## src/rtl/mem_arbiter_if.sv

```systemverilog
// Bus bundle between two requesters (A: CPU, B: loader/DMA), the arbiter
// and a single-port synchronous memory.
//   a_*/b_*   : request (req, wren, wmask, addr, wdata) and response
//               (gnt, rvalid, rdata, err) per requester port
//   mem_*     : memory strobe, byte enables, write data, word address,
//               and read data (valid one cycle after the address)
// Modports:
//   slave  - arbiter view (takes requests, drives grants/responses/memory)
//   master - requester/memory view (the opposite directions)
interface mem_arbiter_if #(
  parameter int unsigned AW = 13
);
  logic          a_req;
  logic          a_wren;
  logic [3:0]    a_wmask;
  logic [31:0]   a_addr;
  logic [31:0]   a_wdata;
  logic          a_gnt;
  logic          a_rvalid;
  logic [31:0]   a_rdata;
  logic          a_err;

  logic          b_req;
  logic          b_wren;
  logic [3:0]    b_wmask;
  logic [31:0]   b_addr;
  logic [31:0]   b_wdata;
  logic          b_gnt;
  logic          b_rvalid;
  logic [31:0]   b_rdata;
  logic          b_err;

  logic          mem_wren;
  logic [3:0]    mem_wmask;
  logic [31:0]   mem_wdata;
  logic [AW-1:0] mem_addr;
  logic [31:0]   mem_rdata;

  modport slave (
    input  a_req, a_wren, a_wmask, a_addr, a_wdata,
    output a_gnt, a_rvalid, a_rdata, a_err,
    input  b_req, b_wren, b_wmask, b_addr, b_wdata,
    output b_gnt, b_rvalid, b_rdata, b_err,
    output mem_wren, mem_wmask, mem_wdata, mem_addr,
    input  mem_rdata
  );

  modport master (
    output a_req, a_wren, a_wmask, a_addr, a_wdata,
    input  a_gnt, a_rvalid, a_rdata, a_err,
    output b_req, b_wren, b_wmask, b_addr, b_wdata,
    input  b_gnt, b_rvalid, b_rdata, b_err,
    input  mem_wren, mem_wmask, mem_wdata, mem_addr,
    output mem_rdata
  );
endinterface

```

## src/rtl/mem_arbiter.sv

```systemverilog
// Two-port round-robin arbiter in front of a single-port synchronous memory.
// Ports:
//   clk   - rising-edge clock
//   rstn  - asynchronous active-low reset
//   bus   - mem_arbiter_if.slave: requester ports A/B and the memory side
// Parameters:
//   AW    - memory word-address width (window = 4*2^AW bytes)
//   BASE  - byte base address of the memory window
// Behaviour: at most one grant per cycle, combinational from the requests
// and a 1-bit priority state; every grant yields exactly one rvalid pulse on
// the granted port one cycle later. Out-of-window accesses are granted but
// never write memory and respond with err=1, rdata=0.
module mem_arbiter #(
  parameter int unsigned AW   = 13,
  parameter logic [31:0] BASE = 32'h0000_0000
) (
  input logic          clk,
  input logic          rstn,
  mem_arbiter_if.slave bus
);

  typedef enum logic {
    PRI_A = 1'b0,
    PRI_B = 1'b1
  } pri_e;

  typedef enum logic {
    PORT_A = 1'b0,
    PORT_B = 1'b1
  } port_e;

  pri_e        pri_q, pri_d;
  logic        rsp_valid_q;
  port_e       rsp_port_q;
  logic        rsp_err_q;
  logic        rsp_wr_q;

  logic        gnt_a, gnt_b, any_gnt;
  logic        sel_wren;
  logic [3:0]  sel_wmask;
  logic [31:0] sel_addr;
  logic [31:0] sel_wdata;
  logic        in_win;
  logic [31:0] rsp_data;
  logic        unused_addr_lsb;

  // Grants are held off while reset is asserted so no access can be
  // accepted (or reach memory) during reset.
  always_comb begin
    gnt_a = 1'b0;
    gnt_b = 1'b0;
    if (rstn) begin
      if (bus.a_req && bus.b_req) begin
        gnt_a = (pri_q == PRI_A);
        gnt_b = (pri_q == PRI_B);
      end else begin
        gnt_a = bus.a_req;
        gnt_b = bus.b_req;
      end
    end
    any_gnt = gnt_a | gnt_b;

    // The port just served loses priority; idle cycles keep the state.
    pri_d = pri_q;
    if (gnt_a) begin
      pri_d = PRI_B;
    end else if (gnt_b) begin
      pri_d = PRI_A;
    end
  end

  always_comb begin
    if (gnt_b) begin
      sel_wren  = bus.b_wren;
      sel_wmask = bus.b_wmask;
      sel_addr  = bus.b_addr;
      sel_wdata = bus.b_wdata;
    end else begin
      sel_wren  = bus.a_wren;
      sel_wmask = bus.a_wmask;
      sel_addr  = bus.a_addr;
      sel_wdata = bus.a_wdata;
    end
    in_win = (sel_addr[31:AW+2] == BASE[31:AW+2]);
  end

  // Byte offset within a word plays no part in word addressing.
  assign unused_addr_lsb = ^sel_addr[1:0];

  assign bus.a_gnt     = gnt_a;
  assign bus.b_gnt     = gnt_b;
  assign bus.mem_wren  = any_gnt & sel_wren & in_win;
  assign bus.mem_wmask = any_gnt ? sel_wmask : '0;
  assign bus.mem_addr  = sel_addr[AW+1:2];
  assign bus.mem_wdata = sel_wdata;

  // Response context is captured at grant so requesters may change their
  // request signals as soon as they see gnt.
  always_ff @(posedge clk or negedge rstn) begin
    if (!rstn) begin
      pri_q       <= PRI_A;
      rsp_valid_q <= 1'b0;
      rsp_port_q  <= PORT_A;
      rsp_err_q   <= 1'b0;
      rsp_wr_q    <= 1'b0;
    end else begin
      pri_q       <= pri_d;
      rsp_valid_q <= any_gnt;
      if (any_gnt) begin
        rsp_port_q <= gnt_b ? PORT_B : PORT_A;
        rsp_err_q  <= ~in_win;
        rsp_wr_q   <= sel_wren;
      end
    end
  end

  // Only an in-window read returns memory data; writes and errors read 0.
  assign rsp_data = (rsp_valid_q && !rsp_err_q && !rsp_wr_q) ? bus.mem_rdata : '0;

  assign bus.a_rvalid = rsp_valid_q & (rsp_port_q == PORT_A);
  assign bus.b_rvalid = rsp_valid_q & (rsp_port_q == PORT_B);
  assign bus.a_err    = bus.a_rvalid & rsp_err_q;
  assign bus.b_err    = bus.b_rvalid & rsp_err_q;
  assign bus.a_rdata  = bus.a_rvalid ? rsp_data : '0;
  assign bus.b_rdata  = bus.b_rvalid ? rsp_data : '0;

endmodule

```

## src/flat_wrapper.sv

```systemverilog
// flat-port wrapper written by rule: the top's interface ports become plain ports
module mem_arbiter_flat 
#(
  parameter int unsigned AW   = 13,
  parameter logic [31:0] BASE = 32'h0000_0000
)
  (clk, rstn, bus_a_req, bus_a_wren, bus_a_wmask, bus_a_addr, bus_a_wdata, bus_a_gnt, bus_a_rvalid, bus_a_rdata, bus_a_err, bus_b_req, bus_b_wren, bus_b_wmask, bus_b_addr, bus_b_wdata, bus_b_gnt, bus_b_rvalid, bus_b_rdata, bus_b_err, bus_mem_wren, bus_mem_wmask, bus_mem_wdata, bus_mem_addr, bus_mem_rdata);
  mem_arbiter_if #(.AW(AW)) bus_i ();
  input logic clk;
  input logic rstn;
  input wire logic [$bits(bus_i.a_req)-1:0] bus_a_req;
  input wire logic [$bits(bus_i.a_wren)-1:0] bus_a_wren;
  input wire logic [$bits(bus_i.a_wmask)-1:0] bus_a_wmask;
  input wire logic [$bits(bus_i.a_addr)-1:0] bus_a_addr;
  input wire logic [$bits(bus_i.a_wdata)-1:0] bus_a_wdata;
  output wire logic [$bits(bus_i.a_gnt)-1:0] bus_a_gnt;
  output wire logic [$bits(bus_i.a_rvalid)-1:0] bus_a_rvalid;
  output wire logic [$bits(bus_i.a_rdata)-1:0] bus_a_rdata;
  output wire logic [$bits(bus_i.a_err)-1:0] bus_a_err;
  input wire logic [$bits(bus_i.b_req)-1:0] bus_b_req;
  input wire logic [$bits(bus_i.b_wren)-1:0] bus_b_wren;
  input wire logic [$bits(bus_i.b_wmask)-1:0] bus_b_wmask;
  input wire logic [$bits(bus_i.b_addr)-1:0] bus_b_addr;
  input wire logic [$bits(bus_i.b_wdata)-1:0] bus_b_wdata;
  output wire logic [$bits(bus_i.b_gnt)-1:0] bus_b_gnt;
  output wire logic [$bits(bus_i.b_rvalid)-1:0] bus_b_rvalid;
  output wire logic [$bits(bus_i.b_rdata)-1:0] bus_b_rdata;
  output wire logic [$bits(bus_i.b_err)-1:0] bus_b_err;
  output wire logic [$bits(bus_i.mem_wren)-1:0] bus_mem_wren;
  output wire logic [$bits(bus_i.mem_wmask)-1:0] bus_mem_wmask;
  output wire logic [$bits(bus_i.mem_wdata)-1:0] bus_mem_wdata;
  output wire logic [$bits(bus_i.mem_addr)-1:0] bus_mem_addr;
  input wire logic [$bits(bus_i.mem_rdata)-1:0] bus_mem_rdata;
  assign bus_i.a_req = bus_a_req;
  assign bus_i.a_wren = bus_a_wren;
  assign bus_i.a_wmask = bus_a_wmask;
  assign bus_i.a_addr = bus_a_addr;
  assign bus_i.a_wdata = bus_a_wdata;
  assign bus_a_gnt = bus_i.a_gnt;
  assign bus_a_rvalid = bus_i.a_rvalid;
  assign bus_a_rdata = bus_i.a_rdata;
  assign bus_a_err = bus_i.a_err;
  assign bus_i.b_req = bus_b_req;
  assign bus_i.b_wren = bus_b_wren;
  assign bus_i.b_wmask = bus_b_wmask;
  assign bus_i.b_addr = bus_b_addr;
  assign bus_i.b_wdata = bus_b_wdata;
  assign bus_b_gnt = bus_i.b_gnt;
  assign bus_b_rvalid = bus_i.b_rvalid;
  assign bus_b_rdata = bus_i.b_rdata;
  assign bus_b_err = bus_i.b_err;
  assign bus_mem_wren = bus_i.mem_wren;
  assign bus_mem_wmask = bus_i.mem_wmask;
  assign bus_mem_wdata = bus_i.mem_wdata;
  assign bus_mem_addr = bus_i.mem_addr;
  assign bus_i.mem_rdata = bus_mem_rdata;
  mem_arbiter #(.AW(AW), .BASE(BASE)) u_core (.clk(clk), .rstn(rstn), .bus(bus_i));
endmodule
```

## config.mk

```make
export PLATFORM = sky130hd
export DESIGN_NAME = mem_arbiter_flat
export DESIGN_NICKNAME = d
export VERILOG_FILES = /design/src/rtl/mem_arbiter_if.sv /design/src/rtl/mem_arbiter.sv /design/src/flat_wrapper.sv
export SDC_FILE = /design/constraint.sdc
export NUM_CORES = 1
export LEC_CHECK = 0
export ABC_AREA = 1
export BUFFER_PORTS_ARGS = -buffer_cell sky130_fd_sc_hd__buf_4
export CORE_AREA = 2 2 114 116
export CTS_CLUSTER_SIZE = 20
export DETAILED_ROUTE_END_ITERATION = 16
export DIE_AREA = 0 0 116 118
export GPL_TIMING_DRIVEN = 0
export HOLD_SLACK_MARGIN = 0.12
export PLACE_DENSITY = 0.53
export SKIP_LAST_GASP = 1
export SYNTH_ARGS = -nofsm -noshare
export SYNTH_HDL_FRONTEND = slang
export SYNTH_SLANG_ARGS = --single-unit
```

## constraint.sdc

```tcl
create_clock -name clk -period 1.1 [get_ports clk]
set_input_delay 0 -clock clk [delete_from_list [all_inputs] [get_ports clk]]
set_output_delay 0 -clock clk [all_outputs]
set_load 0.1 [all_outputs]
```

Word level (Yosys, flattened, before mapping):

Cells that the tools add are included.

* input bits: 174
* output and inout bits: 120
* logic and storage cells: 37
* register bits: 5

* bitwise operators: 10
* reductions and logical operators: 7
* multiplexer cells: 15

Operators by type and width (count)
* 32-bit two-way mux: 5
* 17-bit zero test: 1
* 1-bit two-way mux: 8
* 4-bit two-way mux: 2
* 1-bit AND: 6
* 1-bit logical AND: 3
* 1-bit NOT: 3
* 1-bit zero test: 2
* 2-bit nonzero test: 1
* 1-bit OR: 1

Logic depth before layout (Yosys ltp):

* word-level depth: 6
* gate-level depth with buffers: 7
* gate-level depth less buffers: 7

Least setup slack after synthesis:

Ideal clock, no wire load.

* kind: flip-flop to output port
* start point: register u_core.rsp_err_q
* end point: output port bus_a_rdata[0]
* slack: -1700 ps
* data required time: 1100 ps
* stages on the path, launching flop included: 5
* arrival time: 2800 ps
* path buffers: 1
* cell sequence: dfrtp_1 -> inv_1 -> nand3_2 -> buf_2 -> nor3_1

* longest elaborated chain between the ends: 5

Ends and longest elaborated chain
* start: declaration: RTL line mem_arbiter.sv:35 `logic rsp_err_q;`
* start signal: assignment: RTL line mem_arbiter.sv:111 `rsp_err_q <= ~in_win;`
* 1-bit zero test: RTL line mem_arbiter.sv:118 `assign rsp_data = (rsp_valid_q && !rsp_err_q && !rsp_wr_q) ? bus.mem_rdata : '0;`
* 1-bit logical AND (2 in a row): RTL line mem_arbiter.sv:118
* 32-bit two-way mux: RTL line mem_arbiter.sv:118
* 32-bit two-way mux: RTL line mem_arbiter.sv:124 `assign bus.a_rdata = bus.a_rvalid ? rsp_data : '0;`
* end: declaration: RTL line flat_wrapper.sv:18 `output wire logic [$bits(bus_i.a_rdata)-1:0] bus_a_rdata;`

No other way between the ends.

Worst setup path after layout:

Same ends and word-level chain as after synthesis.

==> summary.txt <==
Run status
  – Outcome: complete, but fails checks
  – Violated checks: setup timing

Drt
  – DRT Wirelength: 14100 microns
  – DR vias/cell: 4.25
  – # DRC: 0
  – Iteration-0 DRC Markers: 104
  – Antenna-violating nets left: 0
  – WL per Instance: ~17 microns
  – DRT Pass-1 Iters: 4
  – Vias: 3606

Timing
  – Endpoints failing setup: 124
  – Max Clock Freq: 0.623 GHz
  – Setup TNS: -51.06 ns
  – Worst Max-Slew Pin Slew: 0.344 ns
  – Post-route minimum period: between 1.5 and 2 ns
  – Final worst slack: -0.505 ns
  – Slew HR: 0.770
  – Hold Fails Final Rpt: 0
  – Worst Hold Slack: between 0.04 and 0.05 ns
  – Final Cycle Share: 1.46
  – RSZ-0062 raised after global routing: yes
  – Setup Skew: 0.000160 ns
  – Slew Viols, Final: 0

Floorplan
  – Die area: 0.0137 sq mm
  – Num rows: 41
  – Core area: 0.0124 sq mm
  – Initial Utilization: 0.123
  – # IOs: between 200 and 300
  – Die Wd: 116 microns
  – Die height: between 100 and 150 microns

Clocking
  – Root buf cell: clkbuf_16
  – # clock sinks: 5
  – CTS tree: done
  – Latest clock arrival within the worst-skew pair: between 0.2 and 0.25 ns
  – Hold Buf Count CTS: 1
  – Maximum root-to-sink buffer count: 2
  – CTS buffer count: 3
  – CTS H-Tree Depth: 1
  – Reg clk slew, reported paths: 0.03 ns

Global route
  – GRT met2 Usage: 0.384
  – First-pass GRT wire length: 19900 microns
  – Gr ovfl total: 0
  – GRT met3 Usage: 0.0391
  – Vias in the first global route: 3805
  – Largest net degree at the start of global routing: 11
  – Antenna violations before repair: 0
  – Met1 usage: 0.175
  – GR peak layer: met2
  – Tot GR Track Use: 0.184

Critical path
  – Crit-path max FO: 9
  – Worst EP required: 1.10 ns
  – Slowest cell on crit path: dfrtp_1
  – Worst Setup End Kind: primary output
  – Crit path arrival time: roughly 1.6 ns
  – CP max stage delay: 0.39 ns
  – Worst Path Buf+Inv: 4
  – CP cell instances: inv_2, nand3_4, buf_12, buf_12, nor3_4, buf_12
  – Startpoint Class: flop
  – Largest delay contributor family on the critical path: buffers and inverters
  – WS Path Type: reg -> out
  – CP most frequent cell: buf_12

Synthesis
  – Post-synthesis cell area: between 0.0015 and 0.002 sq mm
  – Seq/Total Area, Yosys: 0.0821
  – Synthesized netlist cell count: ~330
  – Syn avg cell area: 4.56 sq um
  – Synth unique cells: 19
  – Syn nets: 508
  – Synthesis-stage register bit count: 5
  – Synth warn: 0

Final layout
  – Antenna diodes: 0
  – Nets: roughly 850
  – Post-route cell area: 0.00928 sq mm
  – P&R area growth vs syn: 509%
  – Final Non-Filler Cells: 849
  – Share of cells above drive strength 1: 0.886

Place
  – Port Buf Inserts: 289
  – DP Wirelength: roughly 10000 microns
  – Placed inst area: 0.00615 sq mm
  – GPL Wtd Cong: approximately 0.80
  – Cell count after placement: approximately 800

Power and ir drop
  – VDD IR max: 0.000582 V
  – P_leak: ~0.0042 uW
  – PwrDens: 720 mW/mm^2

Flow run
  – Max Cap Violations: 0

Hold path
  – Worst Hold Class: in -> reg
[worst register-to-register path, delay by kind of cell, from the launching register on]
kind / cells / cell delay, ns
flops: 1 / 0.36
buf+inv: 4 / 0.46
simple gates: 6 / 0.47
[worst paths after layout]
path / start / to / slack (ns) / cells past startpoint
min in group asynchronous: rstn / u_core.pri_q / 0.18 / 2
worst max-delay path: u_core.rsp_err_q / bus_a_rdata[0] / -0.51 / 6
worst max register to register: u_core.pri_q / u_core.rsp_err_q / -0.30 / 10
max in group asynchronous: rstn / u_core.rsp_valid_q / 0.71 / 2
worst min register to register: u_core.rsp_wr_q / u_core.rsp_wr_q / 0.58 / 2
worst min-delay path: bus_b_wren / u_core.rsp_wr_q / 0.04 / 3
[synth_stat cells]
master	instances	area, sq um
o21ai_1	2	10.0
nand2_2	3	18.8
nor3_1	64	320
a21oi_4	1	16.3
nor2_1	30	113
inv_1	42	158
buf_4	1	7.51
clkbuf_1	1	3.75
a21oi_2	1	8.76
or2_2	2	12.5
inv_2	1	3.75
nand3_1	3	15.0
a21oi_1	2	10.0
nand3_2	1	10.0
nand2_1	149	559
buf_2	20	100
dfrtp_1	5	125
o21ai_0	5	25.0
o21bai_1	1	7.51
[cells by family after synthesis]
family	after synthesis	share of synthesized area
flip-flops	5	0.0821
AND/OR/NAND/NOR	252	0.688
AO/OA/AOI/OAI	12	0.0509
buffers and inverters	65	0.179
[cell usage in the layout, fill, tap and decap left out, types with 4 or more instances in the layout]
cell type / n
buf_4: 185
buf_12: 146
nand2_8: 86
nor3_4: 64
nand2_4: 40
inv_1: 36
nor2_1: 22
nand2_2: 15
clkbuf_16: 14
nand2_1: 11
nor2_4: 8
buf_6: 8
buf_16: 7
inv_2: 4
o21ai_4: 4
nand3_4: 4
[per-stage QoR]
stage                     utilization  setup WS [ns]  total power [uW]
after global placement          0.496         -0.548              4430
after CTS                       0.670         -0.460              6110
after floorplan                     -         -0.628              3430
after detailed placement        0.496         -0.593              4460
final                           0.748         -0.505              6690
after global routing            0.748         -0.534              6920
[what timing repair did]
| item | 4_1_cts | 5_1_grt |
|---|---|---|
| setup endpoints to repair | 124 | 124 |
| cloned | 6 | 11 |
| endpoints found under the hold margin | 6 | 1 |
| gates resized for setup | 433 | 86 |
| pin swaps | 10 | 57 |
| buffers inserted | 11 | 22 |
[sequential cells by signal (all words and copies together), names as in the netlist]
name                count
u_core.pri_q            1
u_core.rsp_wr_q         1
u_core.rsp_err_q        1
u_core.rsp_port_q       1
u_core.rsp_valid_q      1
[per-layer routing]
metal / wire length, microns / share of wire
met4: 161 / 0.011
met5: 0 / 0
met2: 8630 / 0.61
met3: 1080 / 0.077
met1: 4270 / 0.30
[final cells by class]
class / count / area [sq um]
clock buffers: 4 / 78.8
well taps: 172 / 215
repair buffers: 338 / 4450
multi-input cells: 265 / 3760
fillers: 784 / 3130
inverters: 43 / 171
plain buffers: 22 / 475
flip-flops and latches: 5 / 128
[where the power goes]
group / internal [uW] / switching, uW
clock network: 480 / 114
logic: 2400 / 3440
registers: 212 / 32.5
(Power assumes the default switching activity.)
